### config.mk
export PLATFORM = sky130hd
export DESIGN_NAME = lr_serializer_flat
export DESIGN_NICKNAME = d
export VERILOG_FILES = /design/src/rtl/lr_serializer_if.sv /design/src/rtl/lr_serializer.sv /design/src/flat_wrapper.sv
export SDC_FILE = /design/constraint.sdc
export NUM_CORES = 1
export LEC_CHECK = 0
export CAP_MARGIN = 20
export CELL_PAD_IN_SITES_DETAIL_PLACEMENT = 0
export CELL_PAD_IN_SITES_GLOBAL_PLACEMENT = 1
export CORE_MARGIN = 2
export CORE_UTILIZATION = 31
export DETAILED_ROUTE_END_ITERATION = 10
export PLACE_DENSITY_LB_ADDON = 0.25
export SLEW_MARGIN = 10
export SYNTH_ARGS = -nofsm -noshare
export SYNTH_HDL_FRONTEND = slang
export SYNTH_SLANG_ARGS = --single-unit
### constraint.sdc
create_clock -name clk -period 1.4 [get_ports clk]
set_input_delay 0.28 -clock clk [delete_from_list [all_inputs] [get_ports clk]]
set_output_delay 0.28 -clock clk [all_outputs]
set_load 0.03 [all_outputs]
### src/rtl/lr_serializer_if.sv
// -----------------------------------------------------------------------------
// lr_serializer_if : word-load / serial-bit handshake bundle for lr_serializer
// Revision: 1.0
// -----------------------------------------------------------------------------
`default_nettype none

interface lr_serializer_if #(
  parameter int WIDTH = 4
);
  logic             load;
  logic [WIDTH-1:0] data;
  logic             direction;
  logic             shift_en;
  logic             ready;
  logic             sout;
  logic             sout_valid;
  logic             busy;
  logic             done;

  modport master (
    output load, data, direction, shift_en,
    input  ready, sout, sout_valid, busy, done
  );

  modport slave (
    input  load, data, direction, shift_en,
    output ready, sout, sout_valid, busy, done
  );
endinterface

`default_nettype wire

### src/rtl/lr_serializer.sv
// -----------------------------------------------------------------------------
// lr_serializer : parallel-to-serial shifter, LSB- or MSB-first per word
// Revision: 1.0
// -----------------------------------------------------------------------------
`default_nettype none

module lr_serializer #(
  parameter int WIDTH = 4
) (
  input  wire logic      clk,
  input  wire logic      reset,
  lr_serializer_if.slave bus
);

  localparam int              c_CW   = (WIDTH > 1) ? $clog2(WIDTH) : 1;
  localparam logic [c_CW-1:0] c_LAST = c_CW'(WIDTH - 1);

  typedef enum logic [0:0] {
    S_IDLE  = 1'b0,
    S_SHIFT = 1'b1
  } state_t;

  state_t           r_state;
  state_t           w_next;
  logic [WIDTH-1:0] r_sreg;
  logic [c_CW-1:0]  r_cnt;
  logic             r_dir;
  logic             r_done;
  logic             w_last;
  logic             w_ready;
  logic             w_accept;
  logic             w_sout;
  logic             w_valid;

  // Last bit leaves on this edge; the slot is free for a new word with no bubble
  assign w_last   = (r_state == S_SHIFT) && bus.shift_en && (r_cnt == c_LAST);
  assign w_ready  = reset && ((r_state == S_IDLE) || w_last);
  assign w_accept = bus.load && w_ready;

  always_ff @(posedge clk or negedge reset) begin
    if (!reset) begin
      r_state <= S_IDLE;
    end else begin
      r_state <= w_next;
    end
  end

  always_comb begin
    w_next  = r_state;
    w_sout  = 1'b0;
    w_valid = 1'b0;
    case (r_state)
      S_IDLE: begin
        if (w_accept) w_next = S_SHIFT;
      end
      S_SHIFT: begin
        w_valid = 1'b1;
        w_sout  = r_dir ? r_sreg[WIDTH-1] : r_sreg[0];
        if (w_last && !w_accept) w_next = S_IDLE;
      end
      default: w_next = S_IDLE;
    endcase
  end

  always_ff @(posedge clk or negedge reset) begin
    if (!reset) begin
      r_sreg <= '0;
      r_cnt  <= '0;
      r_dir  <= 1'b0;
      r_done <= 1'b0;
    end else begin
      r_done <= w_last;
      if (w_accept) begin
        r_sreg <= bus.data;
        r_dir  <= bus.direction;
        r_cnt  <= '0;
      end else if ((r_state == S_SHIFT) && bus.shift_en) begin
        if (w_last) begin
          r_sreg <= '0;
          r_cnt  <= '0;
        end else begin
          r_sreg <= r_dir ? {r_sreg[WIDTH-2:0], 1'b0} : {1'b0, r_sreg[WIDTH-1:1]};
          r_cnt  <= r_cnt + 1'b1;
        end
      end
    end
  end

  assign bus.ready      = w_ready;
  assign bus.sout       = w_sout;
  assign bus.sout_valid = w_valid;
  assign bus.busy       = w_valid;
  assign bus.done       = r_done;

endmodule

`default_nettype wire

### src/flat_wrapper.sv
// flat-port wrapper written by rule: the top's interface ports become plain ports
module lr_serializer_flat 
#(
  parameter int WIDTH = 4
)
  (clk, reset, bus_load, bus_data, bus_direction, bus_shift_en, bus_ready, bus_sout, bus_sout_valid, bus_busy, bus_done);
  lr_serializer_if #(.WIDTH(WIDTH)) bus_i ();
  input  wire logic clk;
  input  wire logic reset;
  input wire logic [$bits(bus_i.load)-1:0] bus_load;
  input wire logic [$bits(bus_i.data)-1:0] bus_data;
  input wire logic [$bits(bus_i.direction)-1:0] bus_direction;
  input wire logic [$bits(bus_i.shift_en)-1:0] bus_shift_en;
  output wire logic [$bits(bus_i.ready)-1:0] bus_ready;
  output wire logic [$bits(bus_i.sout)-1:0] bus_sout;
  output wire logic [$bits(bus_i.sout_valid)-1:0] bus_sout_valid;
  output wire logic [$bits(bus_i.busy)-1:0] bus_busy;
  output wire logic [$bits(bus_i.done)-1:0] bus_done;
  assign bus_i.load = bus_load;
  assign bus_i.data = bus_data;
  assign bus_i.direction = bus_direction;
  assign bus_i.shift_en = bus_shift_en;
  assign bus_ready = bus_i.ready;
  assign bus_sout = bus_i.sout;
  assign bus_sout_valid = bus_i.sout_valid;
  assign bus_busy = bus_i.busy;
  assign bus_done = bus_i.done;
  lr_serializer #(.WIDTH(WIDTH)) u_core (.clk(clk), .reset(reset), .bus(bus_i));
endmodule
==> metrics.cfg <==
[sta]
post-route-min-period_ns = 1.65
setup_tns_ns = -0.901
relSlewSlack_pct = 80.2
clock.fmax_ghz = 0.607
timing.hold.ws_ns = 0.438
finalClockSkew_ns = 0.00262
max_slew.worst_pin.slew_ns = 0.298
hold_violations = 0
setup_ws_ns = -0.249
report.final.slew_viol_count = 0
rsz0062_at_grt = yes
post-route-period-util_pct = 118
setup_viol = 6

[power]
power_density_nw_per_um2 = 2070
power.leakage_nw = 0.363
ir_drop_mv = 0.811

[yosys]
syn_avg_cell_area_um2 = 13.0
synth_edf_count = 0
yosys_warnings = 0
synth_nets = 49
yosys-top-cells-count = dfrtp_1, mux2_4, mux2i_1, o2bb2ai_1, nand2_1
yosysMostFrequentCell = dfrtp_1
ys_seq_elements = 9
yosysTopAreaCellShare_pct = 44.3
netlist_area_um2 = 508
synthArstFlopShare_pct = 100
synth_top_area_cell = dfrtp_1
synth_seq_area_share_pct = 44.3
synth.distinct_cells = 20
yosys-top-cells-area = dfrtp_1, mux2_4, mux2i_1
synth_ff_type = dfrtp_1
synthCells = 39

[floorplan]
dieArea_um2 = 1980
die_w_um = 44.5
rows = 14
io_pins = 14
initial_core_util_pct = 33.3
die_h_um = 44.5
fp.coreArea_um2 = 1520

[placed_design]
placed_area_um2 = 687
port_buffers = 13
place.gp.congestion = 0.706
dp_hpwl_um = 854

[clock_network]
cts_max_level = 1
clk_latency_ns = 0.26
clkTransAtPathRegs_ns = 0.07
cts_tree = yes
cts_buffers = 3
cts.path.max_buffers = 2
cts.sinks = 9
ctsHoldBuffers = 0
root_buffer = clkbuf_4

[cells_and_area]
nNetsFinal = 75
syn_to_final_growth_pct = 50.5
fill_cells = 144
multi_input_area_um2 = 282
stdcell_area_um2 = 764
n_antenna_cell = 0
layout.area.seq_um2 = 228
drive_above_1_share_pct = 45.3

[routing]
vias_per_cell = 5.04
firstDrtPassIters = 2
drtAntennaViolNets = 0
drtIter0Drc = 1
wl_mm = 1.18
wl_per_cell_um = 14.8
vias = 403
drcViolationCount = 0

[worst_setup_path]
worstPathArrival_ns = 1.37
crit_type = register to output port
critPathRequiredTime_ns = 1.12
cp-start-kind = register
critPathCaptureType = output port
crit_fanout = 3
r2r_slack_ns = -0.13

[grt]
gr-total-overflow = 0
grt_usage_pct = 14.4
grt_pass1_wl_mm = 1.95
grt_pass1_vias = 425
grt_antenna_before_repair = 0
grt_max_degree = 8

[hold_path]
hold_class = input pin to asynchronous set/reset pin

[status]
status = finished with violations
violations = negative setup slack

[job]
drv_cap = 0

==> path summary, 6_finish.rpt <==
path | from | end | cells past startpoint
max reg2reg | u_core.r_cnt[0] | u_core.r_sreg[1] | 5
max | u_core.r_cnt[0] | bus_ready | 4
min reg2reg | u_core.r_cnt[0] | u_core.r_cnt[0] | 2
min | reset | u_core.r_cnt[0] | 2
min in group clk | u_core.r_cnt[0] | u_core.r_cnt[0] | 2
max in group asynchronous | reset | u_core.r_dir | 2
==> timing repair <==
action / CTS / global route
setup endpoints to repair: 10 / 9
pin swaps: 2 / 0
gates cloned: 0 / 0
resized for setup: 8 / 4
buffers inserted: 4 / 0
==> where the power goes <==
| part | switching (W) | internal [W] | total, W |
|---|---|---|---|
| registers | 0.0000936 | 0.000377 | 0.000471 |
| logic | 0.000389 | 0.000508 | 0.000898 |
| clock network | 0.000102 | 0.000110 | 0.000212 |
| total | 0.000585 | 0.000996 | 0.00158 |
==> area by class of cell <==
type                            count  area share (%)
Clock buffer                        4            3.44
Multi-Input combinational cell     28            36.8
Sequential cell                     9            29.8
Tap cell                           16            2.62
Timing Repair Buffer               23            27.3
==> kinds of logic (layout without fill, tap and decap cells) <==
| logic type | Yosys count | in the layout | synth area share (%) |
|---|---|---|---|
| flip-flops | 9 | 9 | 44.3 |
| multiplexers | 9 | 9 | 22.7 |
| AO/OA/AOI/OAI | 7 | 7 | 12.6 |
| adder cells (fa/ha/maj) | 1 | 1 | 2.46 |
| buffers and inverters | 2 | 27 | 2.46 |
| AND/OR/NAND/NOR | 11 | 11 | 15.5 |
==> cell usage in the layout, fill, tap and decap left out <==
cell,count
a21bo_4,1
a21boi_2,1
a21oi_1,1
and2_4,1
and3_1,1
buf_4,9
buf_6,3
clkbuf_1,1
clkbuf_4,3
clkdlybuf4s15_1,1
clkdlybuf4s50_1,8
dfrtp_1,7
dfrtp_2,2
dlygate4sd2_1,2
ha_2,1
mux2_4,5
mux2i_1,4
nand2_1,2
nand2_2,1
nand3_4,1
nand3b_1,1
nand4_1,1
nand4b_1,1
nor2b_2,1
o2bb2ai_1,4
or3_1,1
==> flip-flops by register name, indices dropped and copies added (netlist names) <==
signal and cells:
u_core.r_sreg 4, u_core.r_state 1, u_core.r_dir 1, u_core.bus.done 1
u_core.r_cnt 2
==> per-stage QoR <==
stage / setup slack, ns / power (W) / util, % / std cells
6_report: -0.249 / 0.00158 / 50.2 / 80
5_1_grt: -0.288 / 0.00168 / 50.2 / 80
4_1_cts: -0.239 / 0.00155 / 49.4 / 80
3_5_place_dp: -0.182 / 0.00125 / 45.1 / 72
3_3_place_gp: -0.158 / 0.00121 / 45.1 / 72
2_1_floorplan: 0.00593 / 0.00101 / - / 39
==> layer usage <==
layer | vias to the layer above | global-route usage [%] | share of wire (%)
li1 | 195 | - | -
met3 | 0 | 4.90 | 2.9
met2 | 8 | 22.6 | 54
met1 | 200 | 16.6 | 43
met4 | 0 | 9.09 | 0
met5 | - | 0 | 0
==> worst max-delay path, stage by stage (launching register included) <==
cell and delay (ns):
dfrtp_1 0.41, ha_2 0.20, a21bo_4 0.21, and2_4 0.16, buf_6 0.13
(Power assumes the default switching activity.)
